`config.mk`:
```
export PLATFORM = sky130hd
export DESIGN_NAME = commit_trace_buffer_flat
export DESIGN_NICKNAME = d
export VERILOG_FILES = /design/src/rtl/commit_trace_if.sv /design/src/rtl/commit_trace_buffer.sv /design/src/flat_wrapper.sv
export SDC_FILE = /design/constraint.sdc
export NUM_CORES = 2
export LEC_CHECK = 0
export ABC_AREA = 1
export CAP_MARGIN = 5
export CORE_AREA = 5 5 409 572
export DETAILED_ROUTE_END_ITERATION = 12
export DIE_AREA = 0 0 414 577
export SETUP_SLACK_MARGIN = 0.3
export SYNTH_ARGS = -nofsm -noshare
export SYNTH_HDL_FRONTEND = slang
export SYNTH_SLANG_ARGS = --single-unit
```
`constraint.sdc`:
```
create_clock -name clk -period 16.3 [get_ports clk]
set_input_delay 2.445 -clock clk [delete_from_list [all_inputs] [get_ports clk]]
set_output_delay 2.445 -clock clk [all_outputs]
set_load 0.01 [all_outputs]
```
`src/rtl/commit_trace_if.sv`:
```
// Commit-port and debug readout bundle for commit_trace_buffer.
// master = ROB commit side plus debug host; slave = trace buffer.
interface commit_trace_if #(
    parameter int XLEN         = 32,
    parameter int PREG_W       = 6,
    parameter int COMMIT_WIDTH = 2
);
    logic [COMMIT_WIDTH-1:0]        commit_valid;
    logic [COMMIT_WIDTH*XLEN-1:0]   commit_pc;
    logic [COMMIT_WIDTH*32-1:0]     commit_instr;
    logic [COMMIT_WIDTH*5-1:0]      commit_rd_arch;
    logic [COMMIT_WIDTH*PREG_W-1:0] commit_rd_phy;
    logic [COMMIT_WIDTH*XLEN-1:0]   commit_wdata;

    logic                           rd_valid;
    logic                           rd_ready;
    logic [XLEN-1:0]                rd_pc;
    logic [31:0]                    rd_instr;
    logic [4:0]                     rd_rd_arch;
    logic [PREG_W-1:0]              rd_rd_phy;
    logic [XLEN-1:0]                rd_wdata;

    modport master (
        output commit_valid, commit_pc, commit_instr, commit_rd_arch, commit_rd_phy, commit_wdata,
        output rd_ready,
        input  rd_valid, rd_pc, rd_instr, rd_rd_arch, rd_rd_phy, rd_wdata
    );

    modport slave (
        input  commit_valid, commit_pc, commit_instr, commit_rd_arch, commit_rd_phy, commit_wdata,
        input  rd_ready,
        output rd_valid, rd_pc, rd_instr, rd_rd_arch, rd_rd_phy, rd_wdata
    );
endinterface

```
`src/rtl/commit_trace_buffer.sv`:
```
// Circular trace buffer of retired instructions with wrap/stop capture,
// PC trigger with post-trigger freeze, and drop/retire counters.
module commit_trace_buffer #(
    parameter int XLEN         = 32,
    parameter int PREG_W       = 6,
    parameter int COMMIT_WIDTH = 2,
    parameter int DEPTH        = 16,
    parameter int CNT_W        = $clog2(DEPTH) + 1
) (
    input  logic             clk,
    input  logic             rst,
    commit_trace_if.slave    bus,
    input  logic             mode_stop,
    input  logic             trig_en,
    input  logic [XLEN-1:0]  trig_pc,
    input  logic [CNT_W-1:0] post_count,
    input  logic             arm,
    output logic [CNT_W-1:0] count,
    output logic [1:0]       state,
    output logic [31:0]      drop_cnt,
    output logic [63:0]      retire_cnt
);
    localparam int PTR_W = $clog2(DEPTH);

    typedef enum logic [1:0] {ARMED = 2'd0, TRIGGERED = 2'd1, FROZEN = 2'd2} state_t;

    state_t                 state_q, state_d;
    logic [PTR_W-1:0]       head_q, head_d, tail_q, tail_d;
    logic [CNT_W-1:0]       count_q, count_d, post_q, post_d;
    logic [31:0]            drop_q, drop_d;
    logic [63:0]            retire_q, retire_d;
    logic                   pop;
    logic [COMMIT_WIDTH-1:0] we;
    logic [PTR_W-1:0]       waddr [COMMIT_WIDTH];

    logic [XLEN-1:0]        mem_pc    [DEPTH];
    logic [31:0]            mem_instr [DEPTH];
    logic [4:0]             mem_arch  [DEPTH];
    logic [PREG_W-1:0]      mem_phy   [DEPTH];
    logic [XLEN-1:0]        mem_wdata [DEPTH];

    function automatic logic [31:0] sat_add32(input logic [31:0] a, input logic [31:0] b);
        logic [32:0] s;
        s = {1'b0, a} + {1'b0, b};
        return s[32] ? 32'hFFFF_FFFF : s[31:0];
    endfunction

    assign bus.rd_valid   = (count_q != '0);
    assign bus.rd_pc      = mem_pc[head_q];
    assign bus.rd_instr   = mem_instr[head_q];
    assign bus.rd_rd_arch = mem_arch[head_q];
    assign bus.rd_rd_phy  = mem_phy[head_q];
    assign bus.rd_wdata   = mem_wdata[head_q];
    assign pop            = bus.rd_valid && bus.rd_ready;

    assign count      = count_q;
    assign state      = state_q;
    assign drop_cnt   = drop_q;
    assign retire_cnt = retire_q;

    // Lanes are walked oldest-first so trigger, post-count and freeze take effect mid-cycle.
    always_comb begin
        int n, avail, drops, ovf, occ, retired;
        state_d = state_q;
        post_d  = post_q;
        we      = '0;
        n       = 0;
        drops   = 0;
        retired = 0;
        avail   = DEPTH - int'(count_q) + int'(pop);
        for (int i = 0; i < COMMIT_WIDTH; i++) begin
            waddr[i] = tail_q + PTR_W'(n);
            retired += int'(bus.commit_valid[i]);
            if (bus.commit_valid[i] && state_d != FROZEN) begin
                if (!mode_stop || n < avail) begin
                    we[i] = 1'b1;
                    n++;
                    if (state_d == ARMED) begin
                        if (trig_en && bus.commit_pc[i*XLEN +: XLEN] == trig_pc) begin
                            post_d  = post_count;
                            state_d = (post_count == '0) ? FROZEN : TRIGGERED;
                        end
                    end else begin
                        post_d = post_d - CNT_W'(1);
                        if (post_d == '0) state_d = FROZEN;
                    end
                end else begin
                    drops++;
                end
            end
        end
        // In wrap mode the excess pushes overwrite the oldest records, so head follows.
        ovf = (n > avail) ? n - avail : 0;
        occ = int'(count_q) - int'(pop) + n;
        if (occ > DEPTH) occ = DEPTH;
        head_d   = head_q + PTR_W'(int'(pop) + ovf);
        tail_d   = tail_q + PTR_W'(n);
        count_d  = CNT_W'(occ);
        drop_d   = sat_add32(drop_q, 32'(drops));
        retire_d = retire_q + 64'(retired);
        if (arm) begin
            head_d  = '0;
            tail_d  = '0;
            count_d = '0;
            drop_d  = '0;
            state_d = ARMED;
            post_d  = post_q;
            we      = '0;
        end
    end

    always_ff @(posedge clk or posedge rst) begin
        if (rst) state_q <= ARMED;
        else     state_q <= state_d;
    end

    always_ff @(posedge clk or posedge rst) begin
        if (rst) begin
            head_q   <= '0;
            tail_q   <= '0;
            count_q  <= '0;
            post_q   <= '0;
            drop_q   <= '0;
            retire_q <= '0;
        end else begin
            head_q   <= head_d;
            tail_q   <= tail_d;
            count_q  <= count_d;
            post_q   <= post_d;
            drop_q   <= drop_d;
            retire_q <= retire_d;
        end
    end

    always_ff @(posedge clk) begin
        for (int i = 0; i < COMMIT_WIDTH; i++) begin
            if (we[i]) begin
                mem_pc[waddr[i]]    <= bus.commit_pc[i*XLEN +: XLEN];
                mem_instr[waddr[i]] <= bus.commit_instr[i*32 +: 32];
                mem_arch[waddr[i]]  <= bus.commit_rd_arch[i*5 +: 5];
                mem_phy[waddr[i]]   <= bus.commit_rd_phy[i*PREG_W +: PREG_W];
                mem_wdata[waddr[i]] <= bus.commit_wdata[i*XLEN +: XLEN];
            end
        end
    end
endmodule

```
`src/flat_wrapper.sv`:
```
// flat-port wrapper written by rule: the top's interface ports become plain ports
module commit_trace_buffer_flat 
#(
    parameter int XLEN         = 32,
    parameter int PREG_W       = 6,
    parameter int COMMIT_WIDTH = 2,
    parameter int DEPTH        = 16,
    parameter int CNT_W        = $clog2(DEPTH) + 1
)
  (clk, rst, mode_stop, trig_en, trig_pc, post_count, arm, count, state, drop_cnt, retire_cnt, bus_commit_valid, bus_commit_pc, bus_commit_instr, bus_commit_rd_arch, bus_commit_rd_phy, bus_commit_wdata, bus_rd_ready, bus_rd_valid, bus_rd_pc, bus_rd_instr, bus_rd_rd_arch, bus_rd_rd_phy, bus_rd_wdata);
  commit_trace_if #(.XLEN(XLEN), .PREG_W(PREG_W), .COMMIT_WIDTH(COMMIT_WIDTH)) bus_i ();
  input  logic clk;
  input  logic rst;
  input  logic mode_stop;
  input  logic trig_en;
  input  logic [XLEN-1:0] trig_pc;
  input  logic [CNT_W-1:0] post_count;
  input  logic arm;
  output logic [CNT_W-1:0] count;
  output logic [1:0] state;
  output logic [31:0] drop_cnt;
  output logic [63:0] retire_cnt;
  input wire logic [$bits(bus_i.commit_valid)-1:0] bus_commit_valid;
  input wire logic [$bits(bus_i.commit_pc)-1:0] bus_commit_pc;
  input wire logic [$bits(bus_i.commit_instr)-1:0] bus_commit_instr;
  input wire logic [$bits(bus_i.commit_rd_arch)-1:0] bus_commit_rd_arch;
  input wire logic [$bits(bus_i.commit_rd_phy)-1:0] bus_commit_rd_phy;
  input wire logic [$bits(bus_i.commit_wdata)-1:0] bus_commit_wdata;
  input wire logic [$bits(bus_i.rd_ready)-1:0] bus_rd_ready;
  output wire logic [$bits(bus_i.rd_valid)-1:0] bus_rd_valid;
  output wire logic [$bits(bus_i.rd_pc)-1:0] bus_rd_pc;
  output wire logic [$bits(bus_i.rd_instr)-1:0] bus_rd_instr;
  output wire logic [$bits(bus_i.rd_rd_arch)-1:0] bus_rd_rd_arch;
  output wire logic [$bits(bus_i.rd_rd_phy)-1:0] bus_rd_rd_phy;
  output wire logic [$bits(bus_i.rd_wdata)-1:0] bus_rd_wdata;
  assign bus_i.commit_valid = bus_commit_valid;
  assign bus_i.commit_pc = bus_commit_pc;
  assign bus_i.commit_instr = bus_commit_instr;
  assign bus_i.commit_rd_arch = bus_commit_rd_arch;
  assign bus_i.commit_rd_phy = bus_commit_rd_phy;
  assign bus_i.commit_wdata = bus_commit_wdata;
  assign bus_i.rd_ready = bus_rd_ready;
  assign bus_rd_valid = bus_i.rd_valid;
  assign bus_rd_pc = bus_i.rd_pc;
  assign bus_rd_instr = bus_i.rd_instr;
  assign bus_rd_rd_arch = bus_i.rd_rd_arch;
  assign bus_rd_rd_phy = bus_i.rd_rd_phy;
  assign bus_rd_wdata = bus_i.rd_wdata;
  commit_trace_buffer #(.XLEN(XLEN), .PREG_W(PREG_W), .COMMIT_WIDTH(COMMIT_WIDTH), .DEPTH(DEPTH), .CNT_W(CNT_W)) u_core (.clk(clk), .rst(rst), .bus(bus_i), .mode_stop(mode_stop), .trig_en(trig_en), .trig_pc(trig_pc), .post_count(post_count), .arm(arm), .count(count), .state(state), .drop_cnt(drop_cnt), .retire_cnt(retire_cnt));
endmodule
```
; Word level (Yosys, flattened, before mapping)
; Memory sizes are Yosys's and may differ from the RTL's.
; Cells that the tools add are included.
[classes]
n_eq_ne = 4
n_lt_le_gt_ge = 4
reduce_logical = 14
addsub = 16
n_mux = 44
[ops]
columns = cell, count
row1 = $mux 32, 8
row2 = $add 32x2->32 const B, 2
row3 = $add 64x64->64, 1
row4 = $eq 32x32->1, 2
row5 = $mux 5, 10
row6 = $add 32x32->33, 1
row7 = $add 6x32->32, 1
row8 = $gt 32x32->1, 1
row9 = $gt 32x6->1 const B, 1
row10 = $lt 1x32->1 const A, 1
row11 = $lt 32x32->1, 1
row12 = $mux 2, 13
row13 = $logic_not 5->1, 3
row14 = $add 4x4->4, 3
row15 = $mux 4, 3
row16 = $mux 1, 10
row17 = $sub 5x1->5 const B, 2
row18 = $add 6x2->7, 1
row19 = $sub 5x1->6, 1
row20 = $sub 5x5->6 const A, 1
row21 = $logic_and 1x1->1, 5
row22 = $reduce_bool 5->1, 1
row23 = $add 2x4->4, 1
row24 = $logic_not 2->1, 2
row25 = 5 further kinds, 7
[totals]
in_bits = 259
ramBits = 1712
n_memories = 5
word_cells = 94
regBits = 116
[memory_table]
columns = name, words, width, read_ports, rd_ports_with_merged_regs, wr, line_no
row1 = u_core.mem_instr, 16, 32, 1, 0, 2, commit_trace_buffer.sv:37  ; logic [31:0] mem_instr [DEPTH];
row2 = u_core.mem_pc, 16, 32, 1, 0, 2, commit_trace_buffer.sv:36  ; logic [XLEN-1:0] mem_pc [DEPTH];
row3 = u_core.mem_wdata, 16, 32, 1, 0, 2, commit_trace_buffer.sv:40  ; logic [XLEN-1:0] mem_wdata [DEPTH];
row4 = u_core.mem_phy, 16, 6, 1, 0, 2, commit_trace_buffer.sv:39  ; logic [PREG_W-1:0] mem_phy [DEPTH];
row5 = u_core.mem_arch, 16, 5, 1, 0, 2, commit_trace_buffer.sv:38  ; logic [4:0] mem_arch [DEPTH];

; Depth between registers and ports, before layout
[logic_depth]
depth_word = 16
depth_mapped = 43
mapped_depth_nobuf = 43

; Worst setup path after synthesis
; No wires, ideal clock.
[synth_path]
path_type = input port to flip-flop
from = input bus_rd_ready
to = memory u_core.mem_arch[3][0], enable pin
t_arrival_ns = 11.986
setup_ns = 0.730
required_ns = 15.570
setup_slack_ns = 3.584
n_path_buf = 0
cell_stages = 14
path_cell_list = inv_1 -> nor2_1 -> ha_1 -> ha_1 -> inv_1 -> nor2_2 -> nand2_1 -> o21ai_1 -> nand2_2 -> nand2_2 -> nand2_4 -> nor2_1 -> nand2_1 -> o31ai_1
[synth_rtl]
columns = element, line_no
row1 = from (decl), flat_wrapper.sv:29  ; input wire logic [$bits(bus_i.rd_ready)-1:0] bus_rd_ready;
row2 = to (decl), commit_trace_buffer.sv:38

==> metrics <==
vias per cell 5.781; Setup Buffers After CTS 0; Post-synth ARST share under 10%; Die Ht 577 um; hold path endpoint u_core.post_q[1]; FF-to-FF Start u_core.count[0]; pwr dens 131.0 mW/mm^2; Worst Hold Class reg -> reg; H-tree levels 4; TritonCTS buffer count ~190; ANT nets after route 0; Cells after Synth 10090; largest net degree at the start of global routing roughly 220; Synth warnings 0; initial antenna violation count 35; grt ovf 0; unrepaired setup endpoints after global routing false; most frequent cells in the layout 2156 x nand2_1, 1712 x edfxtp_1, 1464 x o21ai_0; via count 75480; Primary FF master, synth edfxtp_1; status completed; number of global-route vias before repair 72320; fin nets around 10000; first-pass GRT wire length 480500 um; met2 usage 44.96%; Fmax about 110 MHz; Tcrit/Tclk final a little under three fifths; final hold violation count 0; Starting Density 41.67%; routing usage on met1 34.42%; max-cap viol count 0; die width around 410 um; Slew headroom under 10%; Post-CTS Resized 0; Reg-to-Reg End u_core.mem_wdata[14][19]; TNS Setup 0 ps; grt met3 use under 10%; Worst Path Required ~17000 ps; syn nets just over 10000; cell taking the most area after synthesis edfxtp_1; clk buf depth 4; flops & latches, synth 1828; Core Area 0.2285 mm^2; Final Routed Wirelength 328600 um; GR peak layer met2; Clock Skew around 63 ps; min-delay src u_core.post_q[1]; flop2flop setup slack around 8000 ps; commonest non-fill, non-tap cell in the layout nand2_1; minimum clock period roughly 9000 ps; Max IR drop VDD 0.1066 mV; Pleak just over 40 nW; FP Rows 208; pre-CTS WS 6365 ps; num ports 470; post-synthesis sequential area ratio 57.04%; hold path depth 2; Post-synth EDFFs 1712; fraction of layout cells with a size suffix above 1 4.191%; clk sink count 1828; Overall Power 13.98 mW; max-slew violations 0; die area roughly 0.24 mm^2; clock transition at the registers of the reported paths roughly 60 ps; IO Port Bufs 469; DRT iter0 DRCs ~8500; GP Congestion 0.9182; final worst setup slack 7192 ps; GRT Util Overall 26.45%; post-DP HPWL approximately 190000 um; Critical Path Fanout Max 139; Root Driver clkbuf_16; worst path arrival time 9540 ps; syn_area_per_cell between 9 and 10 um^2; worst slew pin tran 1390 ps; iteration count of the initial detailed-routing pass 6; WS Path Type in -> reg; endpoint class of the critical path register; synth top area cells edfxtp_1 54%, nand2_1 8.5%, o21ai_0 7.8%; WL/cell 25.17 um; CTS tree yes; CTS Hold Bufs 0; critical path startpoint category primary input; Synth top area share between 50% and 60%; Clock Latency Late Sink 870 ps; setup violators final 0; DRC violations left 0; Cell Area, Synth 0.09523 mm^2; R2R cell count 24; post-synth cell types 47; Syn-to-layout area delta 12.12%
power by group:
part	internal [mW]	switching (mW)	total [mW]
Combinational	1.39	2.69	4.08
Clock	2.36	1.92	4.27
Sequential	5.51	0.119	5.63
per-layer routing:
| layer | vias to the layer above | part of all wire [%] |
|---|---|---|
| met2 | 3698 | 48 |
| met4 | 28 | 3.4 |
| li1 | 34640 | - |
| met3 | 689 | 8.9 |
| met5 | - | 0.055 |
| met1 | 36430 | 40 |
worst max-delay path, stage by stage:
cell and delay [ps]:
clkdlybuf4s50_1 1110, inv_1 90, nand2_1 90, nand2_1 70, nor2_1 240, nand2_1 120
inv_1 70, nand2_1 50, nor2_1 140, nand3_1 210, inv_1 100, nand3_1 90
nand3_2 110, nor2_1 80, nor2_4 150, nand2_2 160, nor2_8 800, nand2_8 860
o21ai_4 720, buf_4 770, buf_4 900
synth_stat cells (170+ instances only):
master,count
o21ai_0,1476
clkbuf_1,557
a21oi_1,458
edfxtp_1,1712
o211ai_1,436
inv_1,779
o21ai_1,819
buf_1,212
buf_2,206
nand3_1,205
mux2i_1,428
nor2_1,170
nand2_1,2157
per-stage QoR:
step                      utilization, %  cells  instance area [um^2]  hold slack, ps
after floorplan                        -  10090                 95230           445.9
after global placement             44.13  12710                100800           464.6
after detailed placement           44.13  12710                100800           475.4
after CTS                          46.71  13040                106700           491.8
after global routing               46.71  13050                106700           514.0
final                              46.72  13060                106800           493.6
how the worst max path moves through the flow:
stage,cells past startpoint,endpoint,from
floorplan,14,u_core.mem_arch[3][0],bus_rd_ready
global placement,21,u_core.mem_wdata[14][28],bus_commit_pc[20]
detailed placement,21,u_core.mem_wdata[14][28],bus_rd_ready
CTS,21,u_core.mem_wdata[14][19],bus_rd_ready
global route,21,u_core.mem_wdata[14][19],bus_rd_ready
finish,21,u_core.mem_wdata[14][19],bus_commit_pc[20]
registers in the layout, summed over array words and instances, names as in the netlist:
| register | flops |
|---|---|
| u_core.mem_instr | 512 |
| u_core.mem_pc | 512 |
| u_core.mem_wdata | 512 |
| u_core.mem_phy | 96 |
| u_core.mem_arch | 80 |
| u_core.retire_cnt | 64 |
| u_core.drop_cnt | 32 |
| u_core.count | 5 |
| u_core.post_q | 5 |
| u_core.head_q | 4 |
| u_core.tail_q | 4 |
| u_core.state | 2 |
final cells by class:
| class | instances | area, um^2 |
|---|---|---|
| Fill cell | 21480 | 121700 |
| Antenna cell | 13 | 32.53 |
| Clock buffer | 241 | 5136 |
| Clock inverter | 97 | 753.2 |
| Sequential cell | 1828 | 54330 |
| Tap cell | 3045 | 3810 |
| Multi-Input combinational cell | 6471 | 34130 |
| Inverter | 781 | 2957 |
| Timing Repair Buffer | 580 | 5615 |
cells by family (layout without fill, tap and decap cells):
kind of cell               Yosys count  in the layout  share of synthesized area, %
adders and majority gates           44             44                        0.6333
and+or+nand+nor                   2685           2685                         11.27
buffers and inverters             1788           1699                         7.501
xor gates and xnor gates           108            108                         1.001
DFF                               1828           1828                         57.04
AOI/OAI and AO/OA                 3206           3206                         18.05
muxes                              428            428                         4.499
other                                0             13                             0
Power figures use the tool's default switching activity.
